File: config.mk
export PLATFORM = sky130hd
export DESIGN_NAME = mod_n_stream_div
export DESIGN_NICKNAME = d
export VERILOG_FILES = /design/src/rtl/mod_n_stream_div_pkg.sv /design/src/rtl/mod_n_stream_div_step.sv /design/src/rtl/mod_n_stream_div.sv
export SDC_FILE = /design/constraint.sdc
export NUM_CORES = 1
export LEC_CHECK = 0
export CAP_MARGIN = 20
export CORE_MARGIN = 3
export CORE_UTILIZATION = 50
export DETAILED_ROUTE_END_ITERATION = 6
export MAX_ROUTING_LAYER = met4
export PLACE_DENSITY = 0.72
export SYNTH_ARGS = -nofsm -noshare
export SYNTH_HDL_FRONTEND = slang
export SYNTH_SLANG_ARGS = --single-unit
File: constraint.sdc
create_clock -name clk -period 6.1 [get_ports clk]
set_input_delay 1.22 -clock clk [delete_from_list [all_inputs] [get_ports clk]]
set_output_delay 1.22 -clock clk [all_outputs]
set_load 0.005 [all_outputs]
File: src/rtl/mod_n_stream_div_pkg.sv
`default_nettype none
// ============================================================================
// Module      : mod_n_pkg
// Description : Shared types and the residue-step helper for mod_n_stream_div.
//               Macro BCD_CHECK_EN selects radix-10 BCD digits.
// Revision    : 1.0 - initial release
// ============================================================================
package mod_n_pkg;

  typedef enum logic [1:0] {
    IDLE   = 2'd0,
    ACCUM  = 2'd1,
    RESULT = 2'd2
  } state_t;

  localparam int DIGIT_W_MAX = 16;
  localparam int DIVISOR_MAX = 255;

  function automatic int radix_of(input int digit_w);
`ifdef BCD_CHECK_EN
    return 10;
`else
    return 1 << digit_w;
`endif
  endfunction

  localparam int RADIX = radix_of(4);

  // Holds r*RADIX + d for any legal divisor and digit width without truncation
  localparam int PROD_W = $clog2(DIVISOR_MAX * (1 << DIGIT_W_MAX));

  function automatic logic [PROD_W-1:0] mod_step(
    input logic [PROD_W-1:0] r,
    input logic [PROD_W-1:0] d,
    input logic [PROD_W-1:0] radix,
    input logic [PROD_W-1:0] divisor
  );
    logic [PROD_W-1:0] w_wide;
    w_wide = r * radix + d;
    return w_wide % divisor;
  endfunction

endpackage
`default_nettype wire

File: src/rtl/mod_n_stream_div_step.sv
`default_nettype none
// ============================================================================
// Module      : mod_n_step
// Description : Combinational residue reducer, r_next = (r*RADIX + d) mod DIVISOR.
// Revision    : 1.0 - initial release
// ============================================================================
module mod_n_step
  import mod_n_pkg::*;
#(
  parameter int DIVISOR = 3,
  parameter int RADIX   = 16,
  parameter int DIGIT_W = 4,
  parameter int RES_W   = 8
) (
  input  logic [RES_W-1:0]   i_r,
  input  logic [DIGIT_W-1:0] i_digit,
  output logic [RES_W-1:0]   o_r_next
);

  // Radix and divisor are elaboration constants, so the modulo folds to fixed logic
  assign o_r_next = RES_W'(mod_step(PROD_W'(i_r), PROD_W'(i_digit),
                                    PROD_W'(RADIX), PROD_W'(DIVISOR)));

endmodule
`default_nettype wire

File: src/rtl/mod_n_stream_div.sv
`default_nettype none
// ============================================================================
// Module      : mod_n_stream_div
// Description : Streaming MSD-first divisibility checker with valid/ready/last.
//               Optional BCD digit checking under macro BCD_CHECK_EN.
// Revision    : 1.0 - initial release
// ============================================================================
module mod_n_stream_div
  import mod_n_pkg::*;
#(
  parameter int DIGIT_W = 4,
  parameter int DIVISOR = 3,
  parameter int RES_W   = 8,
  parameter int CNT_W   = 8
) (
  input  logic               clk,
  input  logic               rst_n,
  input  logic               in_valid,
  output logic               in_ready,
  input  logic [DIGIT_W-1:0] in_digit,
  input  logic               in_last,
  output logic               out_valid,
  input  logic               out_ready,
  output logic               out_div,
  output logic [RES_W-1:0]   out_residue,
  output logic [CNT_W-1:0]   out_count,
  output logic               out_err
);

  localparam int c_RADIX = radix_of(DIGIT_W);

  if (DIVISOR < 2 || DIVISOR > DIVISOR_MAX) begin : g_bad_divisor
    $error("DIVISOR out of range 2..255");
  end
  if ((1 << RES_W) < DIVISOR) begin : g_bad_res_w
    $error("RES_W too narrow for DIVISOR");
  end
  if (DIGIT_W > DIGIT_W_MAX) begin : g_bad_digit_w
    $error("DIGIT_W too wide");
  end
`ifdef BCD_CHECK_EN
  if (DIGIT_W != 4) begin : g_bad_bcd_w
    $error("BCD digits require DIGIT_W == 4");
  end
`endif

  state_t             r_state, w_state_nxt;
  logic               w_beat;
  logic [RES_W-1:0]   r_res, w_r_base, w_r_next;
  logic [CNT_W-1:0]   r_cnt, w_cnt_base, w_cnt_nxt;
  logic [DIGIT_W-1:0] w_digit_eff;
  logic               w_err_nxt;
  logic [RES_W-1:0]   r_out_res;
  logic               r_out_div;
  logic [CNT_W-1:0]   r_out_cnt;

  always_ff @(posedge clk) begin
    if (!rst_n) r_state <= IDLE;
    else        r_state <= w_state_nxt;
  end

  always_comb begin
    w_state_nxt = r_state;
    in_ready    = 1'b0;
    out_valid   = 1'b0;
    case (r_state)
      IDLE, ACCUM: begin
        in_ready = 1'b1;
        if (in_valid) w_state_nxt = in_last ? RESULT : ACCUM;
      end
      RESULT: begin
        out_valid = 1'b1;
        if (out_ready) w_state_nxt = IDLE;
      end
      default: w_state_nxt = IDLE;
    endcase
  end

  assign w_beat = in_valid & in_ready;

  // A new number starts from zero residue and zero count
  assign w_r_base   = (r_state == IDLE) ? '0 : r_res;
  assign w_cnt_base = (r_state == IDLE) ? '0 : r_cnt;
  assign w_cnt_nxt  = (w_cnt_base == {CNT_W{1'b1}}) ? w_cnt_base : w_cnt_base + 1'b1;

`ifdef BCD_CHECK_EN
  logic r_err, r_out_err, w_bad;

  assign w_bad       = (in_digit > DIGIT_W'(9));
  assign w_digit_eff = w_bad ? '0 : in_digit;
  assign w_err_nxt   = ((r_state == IDLE) ? 1'b0 : r_err) | w_bad;
  assign out_err     = r_out_err;

  always_ff @(posedge clk) begin
    if (!rst_n) begin
      r_err     <= 1'b0;
      r_out_err <= 1'b0;
    end else if (w_beat) begin
      r_err <= w_err_nxt;
      if (in_last) r_out_err <= w_err_nxt;
    end else if (r_state == RESULT && out_ready) begin
      r_err <= 1'b0;
    end
  end
`else
  assign w_digit_eff = in_digit;
  assign w_err_nxt   = 1'b0;
  assign out_err     = 1'b0;
`endif

  mod_n_step #(
    .DIVISOR (DIVISOR),
    .RADIX   (c_RADIX),
    .DIGIT_W (DIGIT_W),
    .RES_W   (RES_W)
  ) u_step (
    .i_r      (w_r_base),
    .i_digit  (w_digit_eff),
    .o_r_next (w_r_next)
  );

  always_ff @(posedge clk) begin
    if (!rst_n) begin
      r_res     <= '0;
      r_cnt     <= '0;
      r_out_res <= '0;
      r_out_div <= 1'b0;
      r_out_cnt <= '0;
    end else if (w_beat) begin
      r_res <= w_r_next;
      r_cnt <= w_cnt_nxt;
      if (in_last) begin
        r_out_res <= w_r_next;
        r_out_div <= (w_r_next == '0) & ~w_err_nxt;
        r_out_cnt <= w_cnt_nxt;
      end
    end else if (r_state == RESULT && out_ready) begin
      r_res <= '0;
      r_cnt <= '0;
    end
  end

  assign out_residue = r_out_res;
  assign out_div     = r_out_div;
  assign out_count   = r_out_cnt;

endmodule
`default_nettype wire

* Yosys cells after proc, flatten, opt, wreduce, memory -nomap -nowiden
Index checks and enable logic that the tools add are counted.
Cells by class: reduce and logical (&&, ||, !) cells 7, mux-type cells 12, equality and inequality tests 5, bitwise gates (word level) 1, divide/modulo/power cells 1, add/subtract/negate cells 2
Operators by type and width (number):
- $mux W8 | 6
- $mod A24 B2 Y24 const B | 1
- $add A12 B4 Y13 | 1
- $add A8 B1 Y8 const B | 1
- $eq A8 B8 Y1 const B | 1
- $logic_not A8 Y1 | 1
- $mux W2 | 3
- $ne A2 B2 Y1 const B | 2
- $pmux W2 S2 | 1
- $reduce_and A2 Y1 | 2
- $eq A2 B1 Y1 const B | 1
- $eq A2 B2 Y1 const B | 1
- $logic_not A2 Y1 | 1
- $mux W1 | 2
- $reduce_bool A2 Y1 | 1
- $reduce_or A2 Y1 | 1
- $and A1 B1 Y1 | 1
- $logic_and A1 B1 Y1 | 1
Storage, ports and cells: output and inout port bits 20, bits in registers 35

* Longest topological paths before layout
word-level depth 5, mapped depth 23, depth with buffers taken out 19

* Cells and area by module
Synthesis repeated with hierarchy kept, for this count alone.
Second synthesis, totals: cell total of the unflattened synthesis 320, area, all modules 2544.9 µm²
Modules (own cells, without submodules):
- mod_n_stream_div | instances 1, area each 1607.8 µm², cells each 188, sequential area each 700.7 µm²
- mod_n_step | instances 1, area each 937.1 µm², cells each 132, sequential area each 0.0 µm²

* Worst setup path before layout
No wires, ideal clock.
kind flip-flop to flip-flop, start point reg r_res[5], end point reg r_res[1], required time 5972 ps, setup time 128 ps, path buffers 2, clock period less this slack 4222 ps, cell stages (with the launch flop) 20, slack 1878 ps, arrival 4094 ps, cell sequence dfxtp_1 -> and3b_1 -> or3_1 -> a21o_1 -> a2111oi_2 -> or4_1 -> buf_4 -> nor3_1 -> a211oi_1 -> nor2_1 -> ha_1 -> clkbuf_1 -> a2111oi_2 -> o21ai_0 -> ha_1 -> inv_1 -> o2111a_1 -> mux2_2 -> a22oi_1 -> nor2_1
Between the ends: cells in the longest elaborated chain, start to end 4
Ends and longest elaborated chain:
- from (decl) | line mod_n_stream_div.sv:49 | logic [RES_W-1:0] r_res, w_r_base, w_r_next;
- from (signal assigned) | line mod_n_stream_div.sv:130 | r_res <= w_r_next;
- $mux W8 | line mod_n_stream_div.sv:82 | assign w_r_base = (r_state == IDLE) ? '0 : r_res;
- $add A12 B4 Y13 | line mod_n_stream_div_pkg.sv:39 | w_wide = r * radix + d;
- $mod A24 B2 Y24 | line mod_n_stream_div_pkg.sv:40 | return w_wide % divisor;
- $mux W8 | line mod_n_stream_div.sv:129 | end else if (w_beat) begin
No other way between the ends. A chain may end at the register's enable or synchronous reset.

* Worst setup path in the final report
start point reg r_res[4], end point reg r_res[1]
The elaborated chain is that of the path after synthesis.

==> impl_metrics.py <==
metrics = {
    "outcome": {
        "status": "finished clean",
    },
    "cts": {
        "post_cts_buffers": 0,
        "htree_levels": 2,
        "clock_path_buffers": 2,
        "cts_resized": 0,
        "cts_root_buf": "clkbuf_8",
        "cts.sinks": 35,
        "path_clk_slew_ns": 0.08,
        "cts_tree": "built",
        "clkLatencyLatePin_ns": 0.29,
        "holdBufCountCts": 0,
        "cts_buffers": 5,
    },
    "routing": {
        "dr.pass1.iters": 5,
        "vias": 2683,
        "ant_nets": 0,
        "vias_per_cell": 6.11,
        "top_layer": "met4",
        "dr_wl_met3_um": 268,
        "wl_per_cell_um": 15.2,
        "drcViolationCount": 0,
        "drt_iter0_drc": 162,
        "routed-wl-met2_mm": 3.24,
        "routed_wl_mm": 6.66,
        "wl_met1_mm": 3.11,
    },
    "logic_synthesis": {
        "synth_edf_count": 0,
        "synth_area_leader_cell": "dfxtp_1",
        "syn_nets": 372,
        "synth-seq-cells": 35,
        "ys.flop_type": "dfxtp_1",
        "netlist_instances": 360,
        "seq_area_frac_synth_pct": 26.7,
        "yosysMostFrequentCell": "nor2_1",
        "synth_area_mm2": 0.00262,
        "async_flop_share_pct": 0,
        "synth.avg_cell_area_um2": 7.28,
        "ys_types": 70,
        "yosysWarnings": 0,
        "synth.area.top_cells": "dfxtp_1 (27%), nor2_1 (7.3%), nand2_1 (6.2%)",
        "synth_top_area_share_pct": 26.7,
        "synthTopCellsByCount": "nor2_1 (51), nand2_1 (43), dfxtp_1 (35), a21oi_1 (28), clkbuf_1 (15)",
    },
    "global_routing": {
        "grt_pass1_vias": 2400,
        "grtUsageTotal_pct": 23.1,
        "grt_max_degree": 33,
        "grt_antenna_before_repair": 0,
        "grt_pass1_wl_mm": 11.4,
        "overflow": 0,
    },
    "sta": {
        "timing.fmax_ghz": 0.187,
        "worst_pin_slew_ns": 0.966,
        "rsz0062_at_grt": "false",
        "slew_headroom_pct": 35.5,
        "maxSlewViolCount": 0,
        "fin_worst_skew_ns": 0.0124,
        "setup_tns_ns": 0,
        "hold-worst-slack_ns": 0.460,
        "setup_violations": 0,
        "min_period_ns": 5.36,
        "hold_viol": 0,
        "fin_crit_sh_pct": 87.8,
    },
    "hold_path": {
        "min_from": "out_residue[6]",
        "holdPathStages": 2,
        "min_path_type": "reg2reg",
        "holdPathEnd": "out_residue[6]",
    },
    "die": {
        "die_area_mm2": 0.00615,
        "die_x_um": 78.4,
        "start_util_pct": 53.7,
        "core_mm2": 0.00488,
        "die_y_um": 78.4,
        "placementRows": 25,
        "io_pins": 29,
    },
    "job": {
        "max-cap-violations": 0,
    },
    "pwr": {
        "irDropWorstVdd_uv": 213,
        "pwr_density_cell_mw_per_mm2": 253,
        "power.share.clock_pct": 32.8,
        "p_int_w": 0.000509,
        "combinationalPowerShare_pct": 32.2,
        "sequentialPowerShare_pct": 35.0,
        "power.leakage_nw": 1.13,
        "finalPower_w": 0.000760,
        "p_sw_share_pct": 33.1,
        "netSwitchingPower_w": 0.000252,
    },
    "cells_and_area": {
        "nets": 383,
        "antenna_cells": 0,
        "fin_util_pct": 61.7,
        "syn_to_final_growth_pct": 14.8,
        "drive_above_1_share_pct": 6.18,
        "final_cell_area_mm2": 0.00301,
    },
    "worst_setup_path": {
        "crit_path_end_kind": "flip-flop",
        "cp_max_fo": 20,
        "required_ns": 6.25,
        "r2r_cells": 19,
        "r2r_start": "r_res[4]",
        "rrSetupSlack_ns": 0.74,
        "crit_type": "reg2reg",
        "r2r_end": "r_res[1]",
        "critPathArrivalTime_ns": 5.50,
        "start_kind": "flip-flop",
    },
    "place": {
        "portBuffers": 27,
        "gp_congestion": 0.916,
        "placed_cell_area_mm2": 0.00287,
        "dp_hpwl_mm": 4.84,
    },
}
## cell type report
class / count / area (µm²)
fillers: 461 / 1870
inverters: 10 / 37.5
clock buffers: 5 / 68.8
repair buffers: 30 / 293
well taps: 67 / 83.8
flip-flops and latches: 35 / 701
clock inverters: 3 / 67.6
multi-input cells: 289 / 1760
## stage by stage
step	setup slack (ns)	std cells
finish	0.743	439
global route	0.294	439
CTS	0.815	439
detailed placement	0.766	431
global placement	0.864	431
floorplan	1.88	360
## how the worst max path moves through the flow
stage | from | end | slack, ns | cells after the start
after floorplan | in_digit[3] | r_res[1] | 1.88 | 16
after global placement | in_digit[3] | r_res[1] | 0.86 | 16
after detailed placement | in_digit[3] | r_res[1] | 0.77 | 16
after CTS | r_res[4] | r_res[1] | 0.81 | 19
after global routing | r_res[4] | r_res[1] | 0.29 | 19
final | r_res[4] | r_res[1] | 0.74 | 19
## cells by family after synthesis
family                   count (synthesis)  synth area share [%]
AO/OA/AOI/OAI                          110                  30.0
XOR/XNOR                                13                  4.34
buffers and inverters                   36                  6.20
AND/OR/NAND/NOR                        159                  29.9
flip-flops                              35                  26.7
adder cells (fa/ha/maj)                  4                  1.81
multiplexers                             2                 0.859
other                                    1                 0.143
## layout by cell type, fill, tap and decap left out, types with 3 or more instances in the layout
master / n
nor4_1: 3
a21oi_1: 28
nor3b_1: 4
dfxtp_1: 35
o211a_1: 5
and3b_1: 3
xor2_1: 7
nor2_1: 51
o211ai_1: 4
o21ai_0: 12
a211oi_1: 5
a22oi_1: 12
buf_4: 3
nand4_1: 5
a31oi_1: 5
clkdlybuf4s50_1: 27
xnor2_1: 6
nand3b_1: 4
nor2b_1: 4
ha_1: 3
clkbuf_8: 5
and2_1: 3
or3_1: 5
nand3_1: 7
o21ai_1: 5
o221ai_1: 3
nand2_1: 43
inv_1: 9
nor3_1: 13
## power by group through the flow
stage	logic [W]	registers [W]	clock network [W]
6_report	0.000245	0.000266	0.000249
5_1_grt	0.000273	0.000270	0.000263
4_1_cts	0.000243	0.000266	0.000252
3_5_place_dp	0.000241	0.000271	0
3_3_place_gp	0.000241	0.000271	0
2_1_floorplan	0.000196	0.000256	0
## worst max-delay path: stages (launching register included)
cell       delay, ns
dfxtp_1         0.75
xor2_1          0.15
o211a_1         0.24
o21ai_1         0.26
a2111oi_0       0.19
or4_1           0.66
nor3_1          0.25
a211oi_1        0.13
nor2_1          0.19
ha_1            0.43
inv_1           0.21
nand2_1         0.15
nor2_1          0.05
o21ai_0         0.07
a31oi_1         0.09
a211oi_1        0.51
o2111a_1        0.32
mux2_2          0.36
a22oi_1         0.14
nor2_1          0.05
## flip-flops by register name, indices dropped and copies added, names as in the netlist
register and count:
r_res 8, r_cnt 8, out_div 1, out_residue 8, out_count 8, r_state 2
## metal layers
layer	up-vias	GRT usage, %
li1	1346	-
met1	1263	30.0
met2	70	38.2
met3	4	3.21
met4	0	5.59
met5	-	-
No activity file was read; power rests on OpenSTA's default activity.
